$ cat config.mk
export PLATFORM = sky130hd
export DESIGN_NAME = outerprodrc_acc
export DESIGN_NICKNAME = d
export VERILOG_FILES = /design/src/rtl/outerprodrc_acc.sv
export SDC_FILE = /design/constraint.sdc
export NUM_CORES = 1
export LEC_CHECK = 0
export CAP_MARGIN = 20
export CORE_UTILIZATION = 40
export CTS_CLUSTER_DIAMETER = 80
export DETAILED_ROUTE_END_ITERATION = 8
export PLACE_DENSITY = 0.63
export SYNTH_ARGS = -nofsm -noshare
export SYNTH_HDL_FRONTEND = slang
export SYNTH_SLANG_ARGS = --single-unit
export TNS_END_PERCENT = 30
$ cat constraint.sdc
create_clock -name iClk -period 6.6 [get_ports iClk]
set_clock_uncertainty 0.2 [all_clocks]
set_input_delay 1.98 -clock iClk [delete_from_list [all_inputs] [get_ports iClk]]
set_output_delay 1.98 -clock iClk [all_outputs]
set_load 0.01 [all_outputs]
$ cat src/rtl/outerprodrc_acc.sv
// Temporal accumulator for the rate-coded outer-product array.
// It sums a signed ROWNUM x COLNUM partial-sum tile over a CYCLES-sample window.
// The finished tile is presented on a valid/ready output register.
// The next window accumulates while the consumer still holds the previous tile.
module outerprodrc_acc #(
    parameter int ROWNUM     = 2,
    parameter int COLNUM     = 2,
    parameter int INBITWIDTH = 8,
    parameter int CYCLES     = 256,
    parameter int ACCWIDTH   = 16
) (
    input  logic                                iClk,
    input  logic                                iRstN,
    input  logic                                iEn,
    input  logic                                iClr,
    input  logic [ROWNUM*COLNUM*INBITWIDTH-1:0] iData,
    input  logic                                iReady,
    output logic [ROWNUM*COLNUM*ACCWIDTH-1:0]   oData,
    output logic                                oValid,
    output logic                                oOvf,
    output logic [$clog2(CYCLES)-1:0]           oCnt
);

    localparam int NE = ROWNUM * COLNUM;
    localparam int CW = $clog2(CYCLES);
    localparam logic [CW-1:0] LAST = CW'(CYCLES - 1);

    typedef enum logic {
        EMPTY = 1'b0,
        FULL  = 1'b1
    } ostate_t;

    ostate_t                      state, state_nxt;
    logic [ACCWIDTH-1:0]          acc [NE];
    logic [ACCWIDTH-1:0]          sum [NE];
    logic [NE*ACCWIDTH-1:0]       sum_flat;
    logic [CW-1:0]                cnt;
    logic [NE*ACCWIDTH-1:0]       data_q;
    logic                         ovf_q;
    logic                         sample;
    logic                         win_end;
    logic                         load_out;
    logic                         set_ovf;

    // A clear wins over a sample arriving in the same cycle.
    // For that reason, a clear on the last slot does not end the window.
    assign sample  = iEn && !iClr;
    assign win_end = sample && (cnt == LAST);

    // Per-element running sum including this cycle's sign-extended sample
    always_comb begin
        sum_flat = '0;
        for (int unsigned e = 0; e < NE; e++) begin
            sum[e] = acc[e] + ACCWIDTH'($signed(iData[e*INBITWIDTH +: INBITWIDTH]));
            sum_flat[e*ACCWIDTH +: ACCWIDTH] = sum[e];
        end
    end

    // Accumulators: the final sample of a window goes to the output path.
    // The accumulator restarts at zero, so a back-to-back sample needs no bubble.
    always_ff @(posedge iClk) begin
        if (!iRstN || iClr || win_end) begin
            for (int unsigned e = 0; e < NE; e++) acc[e] <= '0;
        end else if (iEn) begin
            for (int unsigned e = 0; e < NE; e++) acc[e] <= sum[e];
        end
    end

    // Sample counter within the current window
    always_ff @(posedge iClk) begin
        if (!iRstN || iClr || win_end) cnt <= '0;
        else if (iEn)                  cnt <= cnt + CW'(1);
    end

    // Output state register
    always_ff @(posedge iClk) begin
        if (!iRstN) state <= EMPTY;
        else        state <= state_nxt;
    end

    // Output next-state logic. A full slot with no acceptance drops the new result.
    always_comb begin
        state_nxt = state;
        load_out  = 1'b0;
        set_ovf   = 1'b0;
        case (state)
            EMPTY: begin
                if (win_end) begin
                    load_out  = 1'b1;
                    state_nxt = FULL;
                end
            end
            FULL: begin
                if (iReady) begin
                    if (win_end) load_out = 1'b1;
                    else         state_nxt = EMPTY;
                end else if (win_end) begin
                    set_ovf = 1'b1;
                end
            end
            default: state_nxt = EMPTY;
        endcase
    end

    // Output data register; it holds while the result is waiting for the consumer.
    always_ff @(posedge iClk) begin
        if (!iRstN)        data_q <= '0;
        else if (load_out) data_q <= sum_flat;
    end

    // Sticky drop flag; only reset clears it
    always_ff @(posedge iClk) begin
        if (!iRstN)       ovf_q <= 1'b0;
        else if (set_ovf) ovf_q <= 1'b1;
    end

    assign oData  = data_q;
    assign oValid = (state == FULL);
    assign oOvf   = ovf_q;
    assign oCnt   = cnt;

endmodule
==> impl_metrics.py, run 1 <==
metrics = {
    "run_status": {
        "status": "completed",
    },
    "global_routing": {
        "grt.busiest_layer": "met2",
        "grt.overflow.total": 0,
        "grt_util_met2_pct": 31.8,
        "grt_start_max_net_pins": 62,
        "antenna_found_initial": 0,
        "met1_usage_pct": 27.8,
        "first_global_vias": 6199,
        "groute.usage.overall_pct": 20.1,
        "grt.met3_usage_pct": 4.50,
        "first_pass_grt_wire_length_mm": 32.1,
    },
    "timing": {
        "unrepaired_setup_endpoints_after_global_routing": "no",
        "report.final.slew_viol_count": 0,
        "postLayoutSetupSlackWorst_ns": 1.86,
        "finalHoldWorstSlack_ns": 0.250,
        "fmaxAchievable_ghz": 0.211,
        "post-route-min-period_ns": 4.74,
        "timing.setup.tns_ns": 0,
        "report.final.hold_viol_count": 0,
        "slew_headroom_pct": 33.1,
        "max_slew.worst_pin.slew_ns": 1.00,
        "setup_viol": 0,
        "timing.final.crit_share_pct": 71.9,
    },
    "cts": {
        "root_buffer": "sky130_fd_sc_hd__clkbuf_16",
        "cts_htree_levels": 4,
        "cts_max_path_buffers": 2,
        "post_cts.repair.setup_buffers": 0,
        "tritoncts_num_sinks": 138,
        "post_cts_hold_buffer_count": 0,
        "cts.clk_slew.worst_paths_ns": 0.06,
        "cts_inserted_buffers": 17,
        "tritoncts_clock_tree": "done",
        "cts_resized": 0,
        "insertion_delay_ns": 0.42,
    },
    "worst_setup_path": {
        "critPathCaptureType": "flip-flop",
        "worstPathRequired_ns": 6.56,
        "reg2reg_slack_ns": 3.48,
        "cp.arrival_ns": 4.70,
        "start_kind": "primary input",
        "worst-r2r-cell-count": 8,
        "capturing_point_of_the_worst_reg2reg_path": "acc[0][14]",
        "reg2reg_from": "acc[0][0]",
        "maximum_fanout_along_the_worst_path": 6,
        "criticalPathCategory": "primary input to flip-flop",
    },
    "drt": {
        "detail_route.wl_per_cell_um": 16.1,
        "detailedRoute.firstPassIterationCount": 5,
        "route.detailed.vias_per_inst": 5.39,
        "wirelength_mm": 20.0,
        "ant_nets": 0,
        "first_iter_violations": 319,
        "routed-via-count": 6699,
        "post-route-drc-count": 0,
    },
    "synth": {
        "syn_area_um2": 8030,
        "synth_compound_gate_area_share_pct": 16.5,
        "synth.cells.most_frequent": "sky130_fd_sc_hd__nand2_1, sky130_fd_sc_hd__nor2_1, sky130_fd_sc_hd__a21oi_1",
        "async_reset_ff_share_pct": 0,
        "syn-instance-count": 873,
        "synth_top_cell_area_share_pct": 23.9,
        "netlist_top_cells_area": "sky130_fd_sc_hd__edfxtp_1, sky130_fd_sc_hd__dfxtp_1, sky130_fd_sc_hd__ha_1",
        "simple_gate_fraction_of_synth_area_pct": 20.5,
        "ys.warnings.count": 0,
        "synth_nets": 975,
        "synth.lib_cells_used.distinct": 61,
        "ys_ff_latch": 138,
        "largest_family_of_logic_cells_by_synthesized_area": "simple AND/OR/NAND/NOR gates",
        "edff_count_synth": 64,
        "adder_and_majority_cell_fraction_of_the_synthesized_area_pct": 10.5,
        "yosysTopAreaCell": "sky130_fd_sc_hd__edfxtp_1",
        "synth_seq_area_share_pct": 42.4,
        "synth-main-ff-cell": "sky130_fd_sc_hd__dfxtp_1",
        "post-synth-top-count-cell": "sky130_fd_sc_hd__nand2_1",
        "synth.avg_cell_area_um2": 9.20,
        "post_synth_xor_area_fraction_pct": 6.55,
        "yosys-mux-area-fraction_pct": 0.639,
    },
    "layout": {
        "area.sequential_um2": 3400,
        "area_delta_synth_final_pct": 23.7,
        "insertedDiodeCount": 0,
        "area_of_the_multi_input_gates_um2": 4400,
        "nNetsFinal": 1067,
        "fill_cells": 1843,
        "drive_gt1_share_pct": 5.83,
        "layout.core_utilization_pct": 50.7,
        "final_cells": 1243,
    },
    "floorplanning": {
        "dieHeight_um": 144,
        "io-pin-count": 111,
        "initial_utilization_pct": 41.0,
        "floorplan.die.width_um": 144,
        "core_area_um2": 19600,
        "rows": 51,
        "die-area_um2": 20600,
    },
    "hold_path": {
        "hp-class": "flip-flop to flip-flop",
        "timing.hold.worst_endpoint": "oData[5]",
        "hold_path_depth": 2,
        "min_from": "oData[5]",
    },
    "placed_design": {
        "gpl.final_weighted_congestion": 0.877,
        "io_buffers": 110,
        "placed_cells": 1211,
        "dp_slack_ns": 1.49,
        "hpwlAfterDp_mm": 13.5,
    },
    "pwr": {
        "ir_drop_mv": 0.178,
        "leakagePower_nw": 3.78,
        "power.density_nw_per_um2": 229,
    },
    "job": {
        "max_cap_viol_count": 0,
    },
}
layout make-up:
type | count | share of cell area [%]
multi-input combinational | 678 | 44.3
sequential | 138 | 34.3
timing repair buffer | 118 | 11.8
clock buffer | 21 | 4.64
tap | 265 | 3.34
clock inverter | 11 | 1.22
inverter | 12 | 0.454
routing by layer:
layer / vias up / part of all wire [%]
met5: - / 0
met4: 0 / 0.88
met3: 17 / 4.6
met2: 145 / 46
met1: 3166 / 49
li1: 3371 / -
registers in the layout, summed over array words and instances (netlist names):
register	count
acc	64
oCnt	8
oData	64
oOvf	1
oValid	1
logic make-up after synthesis:
logic type                 Yosys count
buffers and inverters               57
DFF                                138
and+or+nand+nor                    338
adders and majority gates           65
muxes                                5
xor gates and xnor gates            60
AOI/OAI and AO/OA                  210
worst max path at each step:
stage / startpoint / endpoint / slack (ns) / cells past startpoint
global placement: iData[0] / acc[0][14] / 1.51 / 9
finish: iData[0] / acc[0][14] / 1.86 / 9
CTS: iData[0] / acc[0][14] / 1.90 / 9
detailed placement: iData[0] / acc[0][14] / 1.49 / 9
floorplan: iData[0] / acc[0][14] / 2.23 / 8
global route: iData[0] / acc[0][14] / 1.67 / 9
placed cells by master, fill, tap and decap left out, types with 29 or more instances in the layout:
cell and n:
sky130_fd_sc_hd__a21oi_1 84, sky130_fd_sc_hd__and2_1 29, sky130_fd_sc_hd__clkdlybuf4s50_1 109, sky130_fd_sc_hd__dfxtp_1 74
sky130_fd_sc_hd__edfxtp_1 64, sky130_fd_sc_hd__ha_1 61, sky130_fd_sc_hd__nand2_1 90, sky130_fd_sc_hd__nand3_1 41
sky130_fd_sc_hd__nor2_1 89, sky130_fd_sc_hd__o21ai_0 41, sky130_fd_sc_hd__xnor2_1 34
worst max-delay path, cell delays in order:
cell,delay (ns)
sky130_fd_sc_hd__clkdlybuf4s50_1,0.41
sky130_fd_sc_hd__ha_1,0.23
sky130_fd_sc_hd__fa_1,0.41
sky130_fd_sc_hd__a21o_1,0.22
sky130_fd_sc_hd__a221oi_2,0.34
sky130_fd_sc_hd__o21ai_0,0.20
sky130_fd_sc_hd__a31oi_1,0.56
sky130_fd_sc_hd__o21ai_0,0.20
sky130_fd_sc_hd__mux2i_1,0.15
stage by stage:
stage | power (W) | area, um^2
after floorplan | 0.00123 | 8030
after global placement | 0.00133 | 9350
after detailed placement | 0.00134 | 9350
after CTS | 0.00229 | 9930
after global routing | 0.00238 | 9930
final | 0.00227 | 9930
power by group:
group / leakage (nW) / switching, W / internal, W / total (W)
Clock: 0.273 / 0.000376 / 0.000575 / 0.000950
Sequential: 1.34 / 0.0000115 / 0.000927 / 0.000938
Combinational: 2.17 / 0.000230 / 0.000154 / 0.000384
Total: 3.78 / 0.000617 / 0.00166 / 0.00227
Note: power is estimated with default switching activity, not from simulation.
==> inputs of run 2 (changes only) <==
--- a/config.mk
+++ b/config.mk
@@ -9,7 +9,7 @@
 export CORE_UTILIZATION = 40
 export CTS_CLUSTER_DIAMETER = 80
 export DETAILED_ROUTE_END_ITERATION = 8
-export PLACE_DENSITY = 0.63
+export PLACE_DENSITY = 0.66
 export SYNTH_ARGS = -nofsm -noshare
 export SYNTH_HDL_FRONTEND = slang
 export SYNTH_SLANG_ARGS = --single-unit
==> constraint.sdc (replaced) <==
create_clock -name iClk -period 4 [get_ports iClk]
set_clock_uncertainty 0.2 [all_clocks]
set_input_delay 1.2 -clock iClk [delete_from_list [all_inputs] [get_ports iClk]]
set_output_delay 1.2 -clock iClk [all_outputs]
set_load 0.01 [all_outputs]
==> impl_metrics.py, run 2 (same netlist as run 1, synthesis figures left out) <==
metrics = {
    "layout": {
        "drive_gt1_share_pct": 11.5,
        "final_cells": 1303,
        "area_of_the_multi_input_gates_um2": 4400,
        "layout.core_utilization_pct": 53.0,
        "most_common_cell_after_layout_fill_and_taps_aside": "sky130_fd_sc_hd__clkdlybuf4s50_1",
        "area_delta_synth_final_pct": 29.3,
        "nNetsFinal": 1127,
        "area.sequential_um2": 3400,
        "fill_cells": 1824,
        "layout.cells.most_common_list": "sky130_fd_sc_hd__clkdlybuf4s50_1, sky130_fd_sc_hd__nand2_1, sky130_fd_sc_hd__nor2_1",
        "insertedDiodeCount": 0,
    },
    "drt": {
        "routed-via-count": 6911,
        "detail_route.wl_per_cell_um": 15.3,
        "route.detailed.vias_per_inst": 5.30,
        "detailedRoute.firstPassIterationCount": 5,
        "post-route-drc-count": 0,
        "first_iter_violations": 416,
        "wirelength_mm": 20.0,
        "ant_nets": 0,
    },
    "timing": {
        "post-route-min-period_ns": 3.65,
        "setup_viol": 0,
        "unrepaired_setup_endpoints_after_global_routing": "no",
        "slew_headroom_pct": 34.5,
        "fmaxAchievable_ghz": 0.274,
        "timing.final.crit_share_pct": 91.2,
        "report.final.slew_viol_count": 0,
        "report.final.hold_viol_count": 0,
        "finalHoldWorstSlack_ns": 0.251,
        "max_slew.worst_pin.slew_ns": 0.982,
    },
    "worst_setup_path": {
        "worstPathRequired_ns": 4.09,
        "crit_start": "iData[0]",
        "reg2reg_from": "acc[0][0]",
        "start_kind": "primary input",
        "cp.arrival_ns": 3.74,
        "maximum_fanout_along_the_worst_path": 6,
        "criticalPathCategory": "primary input to flip-flop",
        "worst-r2r-cell-count": 9,
        "critPathCaptureType": "flip-flop",
    },
    "job": {
        "max_cap_viol_count": 0,
    },
    "cts": {
        "cts_max_path_buffers": 2,
        "tritoncts_num_sinks": 138,
        "post_cts.repair.setup_buffers": 0,
        "tritoncts_clock_tree": "done",
        "post_cts_hold_buffer_count": 0,
        "root_buffer": "sky130_fd_sc_hd__clkbuf_16",
        "cts_resized": 0,
        "insertion_delay_ns": 0.42,
        "cts.clk_slew.worst_paths_ns": 0.06,
        "cts_htree_levels": 4,
        "cts_inserted_buffers": 17,
    },
    "hold_path": {
        "min_from": "oData[6]",
        "hold_path_depth": 2,
        "hp-class": "flip-flop to flip-flop",
    },
    "global_routing": {
        "antenna_found_initial": 0,
        "grt.overflow.total": 0,
        "groute.usage.overall_pct": 20.7,
        "first_pass_grt_wire_length_mm": 33.6,
        "grt_start_max_net_pins": 62,
        "first_global_vias": 6800,
    },
    "pwr": {
        "clock_network_fraction_of_design_power_pct": 40.4,
        "power.density_nw_per_um2": 364,
        "power_report.internal_total_w": 0.00273,
        "p_sw_w": 0.00105,
        "sw_frac_of_total_pct": 27.7,
        "combinationalPowerShare_pct": 18.6,
        "ir_drop_mv": 0.281,
        "p_seq_share_pct": 41.0,
        "leakagePower_nw": 4.09,
    },
    "floorplanning": {
        "io-pin-count": 111,
        "die-area_um2": 20600,
        "initial_utilization_pct": 41.0,
        "core_area_um2": 19600,
        "dieHeight_um": 144,
        "rows": 51,
        "floorplan.die.width_um": 144,
    },
    "run_status": {
        "status": "completed",
    },
    "placed_design": {
        "placed_cells": 1271,
        "io_buffers": 110,
        "hpwlAfterDp_mm": 14.0,
        "gpl.final_weighted_congestion": 0.875,
    },
}
-- run 2: changes by cell type in the layout (fill, tap and decap cells not counted), sizes merged --
cell	delta
clkinvlp	-4
inv	+7
clkbuf	-1
bufinv	-2
buf	+60
-- run 2: area by class of cell --
class                           count  area share, %
Clock buffer                       20           4.71
Clock inverter                     12          0.796
Inverter                           12          0.434
Multi-Input combinational cell    678           42.4
Sequential cell                   138           32.8
Tap cell                          265           3.19
Timing Repair Buffer              178           15.7
-- run 2: final timing paths --
path / to / slack, ns
setup / recovery: oData[14] / 0.35
hold / removal: oData[6] / 0.25
setup reg to reg: oData[14] / 1.19
hold reg to reg: oData[6] / 0.25
-- run 2: worst max-delay path, cell delays in order --
cell	delay [ns]
sky130_fd_sc_hd__clkdlybuf4s50_1	0.42
sky130_fd_sc_hd__ha_1	0.23
sky130_fd_sc_hd__fa_1	0.40
sky130_fd_sc_hd__a21o_1	0.22
sky130_fd_sc_hd__a221oi_2	0.33
sky130_fd_sc_hd__o21ai_0	0.17
sky130_fd_sc_hd__a31oi_1	0.21
sky130_fd_sc_hd__buf_4	0.18
sky130_fd_sc_hd__nor3_1	0.05
sky130_fd_sc_hd__or3b_1	0.34
-- run 2: metal layers --
metal  global-route usage [%]  vias to the layer above  wire length [um]
met5                        0                        -                 0
met4                     6.27                        0               161
met3                     4.40                       14               784
met2                     32.7                      141              8940
met1                     28.2                     3267             10100
li1                         -                     3489                 -
-- run 2: power by group through the flow --
stage,Clock (W),Combinational (W),Sequential [W]
4_1_cts,0.00157,0.000703,0.00155
6_report,0.00153,0.000704,0.00155
3_5_place_dp,0,0.000696,0.00158
5_1_grt,0.00162,0.000790,0.00155
3_3_place_gp,0,0.000694,0.00158
2_1_floorplan,0,0.000462,0.00157
-- run 2: metrics by stage --
step / worst slack, ns / cell area [um^2] / setup TNS (ns) / power (W)
6_report: 0.354 / 10400 / 0 / 0.00378
4_1_cts: 0.376 / 10400 / 0 / 0.00382
3_5_place_dp: -0.0522 / 9810 / -0.118 / 0.00227
5_1_grt: 0.234 / 10400 / 0 / 0.00396
3_3_place_gp: -0.0476 / 9810 / -0.0966 / 0.00227
2_1_floorplan: 0.407 / 8030 / 0 / 0.00203
==> inputs of run 3 (changes only) <==
--- a/config.mk
+++ b/config.mk
@@ -10,6 +10,7 @@
 export CTS_CLUSTER_DIAMETER = 80
 export DETAILED_ROUTE_END_ITERATION = 8
 export PLACE_DENSITY = 0.66
+export RECOVER_POWER = 50
 export SYNTH_ARGS = -nofsm -noshare
 export SYNTH_HDL_FRONTEND = slang
 export SYNTH_SLANG_ARGS = --single-unit
==> constraint.sdc (replaced) <==
create_clock -name iClk -period 4 [get_ports iClk]
set_clock_uncertainty 0.2 [all_clocks]
set_input_delay 1.2 -clock iClk [delete_from_list [all_inputs] [get_ports iClk]]
set_output_delay 1.2 -clock iClk [all_outputs]
set_load 0.005 [all_outputs]
==> impl_metrics.py, run 3 (same netlist as run 1, synthesis figures left out) <==
metrics = {
    "run_status": {
        "status": "completed",
    },
    "cts": {
        "tritoncts_num_sinks": 138,
        "insertion_delay_ns": 0.42,
        "cts_resized": 0,
        "cts_inserted_buffers": 17,
        "root_buffer": "sky130_fd_sc_hd__clkbuf_16",
        "cts_htree_levels": 4,
        "cts.clk_slew.worst_paths_ns": 0.06,
        "tritoncts_clock_tree": "done",
        "post_cts_hold_buffer_count": 0,
        "cts_max_path_buffers": 2,
        "post_cts.repair.setup_buffers": 0,
    },
    "worst_setup_path": {
        "worst_path_largest_cell_delay_ns": 0.50,
        "reg2reg_from": "acc[3][0]",
        "criticalPathCategory": "primary input to flip-flop",
        "worst-r2r-cell-count": 8,
        "critPathCaptureType": "flip-flop",
        "cp.arrival_ns": 3.62,
        "critPathSlowestCell": "sky130_fd_sc_hd__a2111oi_0",
        "worstPathRequired_ns": 3.94,
        "path_cells": "clkdlybuf4s50_1 -> ha_1 -> fa_1 -> a21o_1 -> a21boi_0 -> o21ai_0 -> a2111oi_0 -> xor2_1 -> nor2_1",
        "sum_of_buffers_and_inverters_on_the_critical_path": 1,
        "capturing_point_of_the_worst_reg2reg_path": "acc[3][12]",
        "start_kind": "primary input",
        "maximum_fanout_along_the_worst_path": 3,
        "reg2reg_slack_ns": 1.16,
        "crit_family": "compound AO/OA/AOI/OAI gates",
    },
    "placed_design": {
        "io_buffers": 110,
        "gpl.final_weighted_congestion": 0.875,
        "hpwlAfterDp_mm": 14.0,
    },
    "drt": {
        "dr_wl_met3_um": 696,
        "post-route-drc-count": 0,
        "detailedRoute.firstPassIterationCount": 5,
        "met1_length_mm": 10.1,
        "route.detailed.vias_per_inst": 5.27,
        "routed-via-count": 6870,
        "wirelength_mm": 19.9,
        "dr.max_layer_used": "met4",
        "ant_nets": 0,
        "first_iter_violations": 417,
        "detail_route.wl_per_cell_um": 15.2,
        "wl_met2_mm": 8.90,
    },
    "global_routing": {
        "grt_start_max_net_pins": 62,
        "grt.overflow.total": 0,
        "first_global_vias": 6800,
        "antenna_found_initial": 0,
        "groute.usage.overall_pct": 20.7,
        "first_pass_grt_wire_length_mm": 33.6,
    },
    "timing": {
        "fmaxAchievable_ghz": 0.272,
        "unrepaired_setup_endpoints_after_global_routing": "no",
        "report.final.hold_viol_count": 0,
        "post-route-min-period_ns": 3.68,
        "setup_viol": 0,
        "report.final.slew_viol_count": 0,
        "timing.setup.tns_ns": 0,
        "timing.final.crit_share_pct": 92.0,
        "slew_headroom_pct": 25.9,
        "max_slew.worst_pin.slew_ns": 1.11,
    },
    "pwr": {
        "ir_drop_mv": 0.284,
        "leakagePower_nw": 4.32,
        "power.density_nw_per_um2": 365,
        "total_power_w": 0.00377,
    },
    "hold_path": {
        "hold_path_depth": 2,
        "min_from": "oData[6]",
        "timing.hold.worst_endpoint": "oData[6]",
        "hp-class": "flip-flop to flip-flop",
    },
    "floorplanning": {
        "die-area_um2": 20600,
        "initial_utilization_pct": 41.0,
        "rows": 51,
        "io-pin-count": 111,
        "floorplan.die.width_um": 144,
        "core_area_um2": 19600,
        "dieHeight_um": 144,
    },
    "layout": {
        "nNetsFinal": 1127,
        "drive_gt1_share_pct": 10.6,
        "most_common_cell_after_layout_fill_and_taps_aside": "sky130_fd_sc_hd__nand2_1",
        "insertedDiodeCount": 0,
        "area_delta_synth_final_pct": 28.8,
        "layout.cells.most_common_list": "sky130_fd_sc_hd__nand2_1, sky130_fd_sc_hd__nor2_1, sky130_fd_sc_hd__a21oi_1",
    },
    "job": {
        "max_cap_viol_count": 0,
    },
}
-- run 3: changes by cell type in the layout (fill, tap and decap cells not counted), sizes merged --
| cell | before | now |
|---|---|---|
| clkdlybuf4s50 | 109 | 33 |
| buf | 69 | 62 |
| dlygate4sd3 | 0 | 76 |
| clkbuf | 20 | 27 |
-- run 3: worst max path at each step --
stage	cells past startpoint	from	slack, ns	to
floorplan	8	iData[0]	0.41	acc[0][14]
global placement	9	iData[24]	-0.05	acc[3][12]
detailed placement	9	iData[24]	-0.05	acc[3][12]
CTS	9	iData[24]	0.38	acc[3][12]
global route	9	iData[24]	0.20	acc[3][12]
finish	9	iData[24]	0.32	acc[3][12]
-- run 3: final cells by class --
class / instances / area (um^2)
fillers: 1828 / 9250
clock buffers: 20 / 489
multi-input cells: 678 / 4380
well taps: 265 / 332
flip-flops and latches: 138 / 3400
clock inverters: 12 / 82.6
inverters: 12 / 45.0
repair buffers: 178 / 1610
-- run 3: stage by stage --
step | utilization, % | hold WS (ns) | std cells | cell area, um^2 | setup slack (ns)
2_1_floorplan | - | 0.248 | 873 | 8030 | 0.407
3_3_place_gp | 50.1 | 0.242 | 1271 | 9810 | -0.0476
3_5_place_dp | 50.1 | 0.243 | 1271 | 9810 | -0.0522
4_1_cts | 53.0 | 0.251 | 1303 | 10400 | 0.376
5_1_grt | 52.8 | 0.268 | 1303 | 10300 | 0.199
6_report | 52.8 | 0.247 | 1303 | 10300 | 0.318
-- run 3: worst reg2reg max path, delay by kind of cell, from the launching register on --
kind	cells	cell delay (ns)
adder cells (fa/ha/maj)	2	0.62
AND/OR/NAND/NOR	1	0.06
AO/OA/AOI/OAI	4	1.12
XOR/XNOR	1	0.19
flip-flops	1	0.37
-- run 3: layer usage --
| metal | GRT usage, % | up-vias |
|---|---|---|
| li1 | - | 3493 |
| met1 | 28.2 | 3244 |
| met2 | 32.7 | 118 |
| met3 | 4.40 | 15 |
| met4 | 6.27 | 0 |
| met5 | 0 | - |
-- run 3: report_power, final --
group / internal [W] / leakage, nW / switching [W]
clock network: 0.000888 / 0.292 / 0.000637
registers: 0.00153 / 1.34 / 0.0000183
logic: 0.000311 / 2.69 / 0.000390
==> edit 1, RTL diff (settings of run 1) <==
Set the parameter `CYCLES` to 512 (it was 256).
--- a/src/rtl/outerprodrc_acc.sv
+++ b/src/rtl/outerprodrc_acc.sv
@@ -8,3 +8,3 @@
     parameter int INBITWIDTH = 8,
-    parameter int CYCLES     = 256,
+    parameter int CYCLES     = 512,
     parameter int ACCWIDTH   = 16
Interface: changed (resized oCnt); port bits go from 111 to 112. The function was not compared with the original's and may differ.
==> edit 1 against run 1 <==
Synthesized cell count decreased by 2.6%. Power increased by 2.4%. First-iteration DRC count increased by 27%. Final area increased by 0.13%. Non-clock buffer count unchanged. Routed wire length decreased by 2.9%. Sequential cell count increased by 1. Worst setup slack improved by 0.24 ns. Synthesized area decreased by 1.1%. Largest cell class unchanged.
==> edit 1: results (changes against run 1) <==
grt_use_met3: 0.0412  # -0.00374
gp_congestion: 0.877  # about the same
synth_commonest_cells: "87 x nor2_1, 82 x nand2_1, 79 x a21oi_1, 75 x dfxtp_1, 64 x edfxtp_1"
synthMuxAreaShare: 0.00378  # -0.00261
synthDistinctLibCells: 59  # -3.3%
nNetsFinal: 1055  # -1.1%
outcome: "completed"
first_global_vias: 6277  # +1.3%
final_cells: 1230  # -1.0%
drive_above_1_share: 0.0560  # -0.00232
worstHoldStart: "oData[17]"
routed_wirelength_um: 19400  # -2.9%
nFillCells: 1806  # -2.0%
hold_path_class: "register to register"
hold-path-cell-count: 2  # unchanged
vias_per_cell: 5.35  # -0.74%
p_leak_nw: 3.88  # +2.7%
synthCells: 850  # -2.6%
drt_iter0_markers: 406  # +27%
switching_share: 0.262  # -0.00921
r2r_cells: 9  # +1
grt_pass1_wl_um: 31900  # -0.60%
met2_usage: 0.324  # +0.00595
arrival_ns: 4.54  # -0.16 ns
synth-adder-area-share: 0.108  # +0.00279
powerSeq_uw: 944  # +0.6%
crit_start: "iData[15]"
yosys-top-cells-area: "edfxtp_1 24%, dfxtp_1 19%, ha_1 9.8%"
holdPathEnd: "oData[17]"
crit_fanout: 10  # +4
drt_pass1_iterations: 4  # -1
pg_clk_mw: 1.01  # +6%
grt_usage: 0.199  # -0.00195
synth-xor-area-share: 0.0596  # -0.00587
r2r_setup_slack_ns: 3.46  # -0.02 ns
use_met1: 0.267  # -0.0103
syn_nets: 953  # -2.3%
ys.warnings.count: 0  # unchanged
io_buffers: 111  # +0.91%
grt_start_max_net_pins: 50  # -19%
synth_compound_area_frac: 0.182  # +0.0173
post-dp-hpwl_um: 12900  # -4.1%
r2r-end: "oData[25]"
ys.flop_type: "dfxtp_1"
yosysMostFrequentCell: "nor2_1"
ir_worst_vdd_mv: 0.173  # -2.8%
ys_seq_area_frac: 0.431  # +0.00740
antenna_cells: 0  # unchanged
r2r-start: "oCnt[0]"
power.density_mw_per_mm2: 234  # +2.2%
hold_ws_ns: 0.254  # +0.00433 ns
tightestPinTransition_ns: 1.05  # +0.0424 ns
[edit 1: critical path: stages]
cell and delay (ns):
clkdlybuf4s50_1 0.69, ha_1 0.52, a2111oi_0 0.37, o21ai_0 0.23
nand3_1 0.15, o211a_1 0.23, nor4b_1 0.26, nor4_1 0.11
[edit 1: cell type report]
| type | count | share of cell area |
|---|---|---|
| multi-input combinational | 661 | 0.436 |
| clock buffer | 25 | 0.0564 |
| clock inverter | 7 | 0.00705 |
| timing repair buffer | 118 | 0.118 |
| inverter | 15 | 0.00566 |
| sequential | 139 | 0.344 |
| tap | 265 | 0.0333 |
[edit 1: metrics by stage]
| step | setup WS (ns) | cell area, sq um | utilization |
|---|---|---|---|
| after floorplan | 2.32 | 7940 | - |
| after global placement | 1.74 | 9310 | 0.478 |
| after detailed placement | 1.71 | 9310 | 0.478 |
| after CTS | 2.14 | 9940 | 0.511 |
| after global routing | 1.86 | 9940 | 0.511 |
| final | 2.10 | 9940 | 0.511 |
[edit 1: routing by layer]
layer	up-vias	wire length, um
li1	3328	-
met2	127	8850
met1	3113	9580
met5	-	0
met4	0	210
met3	12	778
[edit 1: cells by family after synthesis]
family | Yosys count
buffers and inverters | 50
AOI/OAI and AO/OA | 224
xor gates and xnor gates | 54
DFF | 139
and+or+nand+nor | 314
muxes | 3
adders and majority gates | 66
[edit 1: how the worst max path moves through the flow]
stage / slack (ns) / end / cells past startpoint
6_report: 2.10 / oData[31] / 8
5_1_grt: 1.86 / oData[31] / 8
4_1_cts: 2.14 / oData[31] / 8
3_5_place_dp: 1.71 / acc[2][12] / 8
3_3_place_gp: 1.74 / acc[2][12] / 8
2_1_floorplan: 2.32 / acc[2][12] / 8
==> edit 2, RTL diff (flow settings as in run 1) <==
Without the edit above. Put one more register stage on the output `oCnt`, with the module's reset. The value now appears one clock later. The other outputs are not delayed to match.
--- a/src/rtl/outerprodrc_acc.sv
+++ b/src/rtl/outerprodrc_acc.sv
@@ -119,3 +119,9 @@
     assign oOvf   = ovf_q;
-    assign oCnt   = cnt;
+    always_ff @(posedge iClk) begin
+        if (!iRstN) begin
+            oCnt <= '0;
+        end else begin
+            oCnt <= cnt;
+        end
+    end
 
Check against the original RTL: not equivalent (Yosys sat finds a counterexample within 4 cycles, from zero or initial values and one cycle with iRstN low).
==> edit 2 against run 1 <==
Non-clock buffer count is 1 lower. Combinational power is essentially flat. Power is 4.2% higher. Worst setup slack improved by 0.021 ns. Via count rose by 1.7%. Critical path depth unchanged. Sequential cell count is 8 higher. Cell count up 1.6%. Routed wire length grew 2.7%. Final area up 2.6%. Count of clock-buffer cells in the layout up 3. Synthesized area increased by 2.7%. Largest cell class unchanged. Highest routed layer unchanged.
==> edit 2: results (changes against run 1) <==
drive_above_1_share: 0.0584  # +0.000127
buffer_area_frac: 0.114  # -0.00367
grt_start_max_net_pins: 70  # +13%
dpl-instance-area_sq_mm: 0.00956  # +2.3%
tap_cells: 270  # +1.9%
dp_cells: 1231  # +1.7%
final_util: 0.503  # -0.00359
synthMuxAreaShare: 0.00668  # +0.000287
nNetsFinal: 1082  # +1.4%
seq_share: 0.350  # +0.00718
p_leak_nw: 3.91  # +3.4%
multi_input_gates: 686  # +1.2%
clock-sinks: 146  # +5.8%
hold_path_class: "register to register"
drt_iter0_markers: 383  # +20%
post_drt_wl_per_cell_um: 16.3  # +1.0%
dpl_worst_slack_ns: 1.49  # -0.000180 ns
drt_pass1_iterations: 6  # +1
tightestPinTransition_ns: 0.964  # -0.0398 ns
htreeDepth: 4  # unchanged
synth-xor-area-share: 0.0637  # -0.00173
hold_viol_final: 0  # unchanged
synthCells: 890  # +1.9%
multi_input_area_share: 0.437  # -0.00577
postCtsSetupBuffers: 0  # unchanged
vias_per_cell: 5.39  # about the same
gp_congestion: 0.861  # -1.8%
nFillCells: 1861  # +0.98%
clk_share: 0.0612  # +0.00259
synth-adder-area-share: 0.102  # -0.00277
synth_compound_area_frac: 0.160  # -0.00435
vias: 6811  # +1.7%
switchingPower_uw: 635  # +2.8%
comb-power_uw: 385  # about the same
yosys-top-cells-area: "edfxtp_1 23%, dfxtp_1 20%, ha_1 9.3%"
outcome: "completed"
final_common_cell: "clkdlybuf4s50_1"
synth_commonest_cells: "90 x nand2_1, 89 x nor2_1, 84 x a21oi_1, 82 x dfxtp_1, 64 x edfxtp_1"
post-dp-hpwl_um: 13700  # +1.9%
clkbuf_count: 24  # +14%
power.share.clock: 0.421  # +0.003
first_global_vias: 6715  # +8.3%
synthDistinctLibCells: 61  # unchanged
clk_latency_ns: 0.43
signal_buffers: 117  # -0.85%
power_mw: 2.37  # +4.2%
cts_buffers: 17  # unchanged
grt_pass1_wl_um: 34100  # +6.4%
grt_usage: 0.202  # +0.000446
syn_nets: 992  # +1.7%
ys_seq_area_frac: 0.432  # +0.00823
ir_worst_vdd_mv: 0.164  # -7.9%
-- edit 2: worst max-delay path: stages --
cell	delay [ns]
clkdlybuf4s50_1	0.40
ha_1	0.22
fa_1	0.40
a21o_1	0.23
a221oi_2	0.36
o21ai_0	0.23
a31oi_1	0.52
o21ai_0	0.20
mux2i_1	0.15
-- edit 2: worst paths after layout --
kind / startpoint / endpoint / slack [ns] / depth (start not counted)
setup / recovery: iData[0] / acc[0][14] / 1.88 / 9
hold / removal: oData[3] / oData[3] / 0.25 / 2
hold reg to reg: oData[3] / oData[3] / 0.25 / 2
setup reg to reg: acc[0][0] / acc[0][14] / 3.49 / 8
-- edit 2: routing by layer --
| metal | vias to the layer above | GRT usage | share of wire |
|---|---|---|---|
| met2 | 159 | 0.329 | 0.46 |
| met4 | 0 | 0.0768 | 0.021 |
| li1 | 3417 | - | - |
| met3 | 29 | 0.0395 | 0.045 |
| met5 | - | 0 | 0 |
| met1 | 3206 | 0.264 | 0.47 |
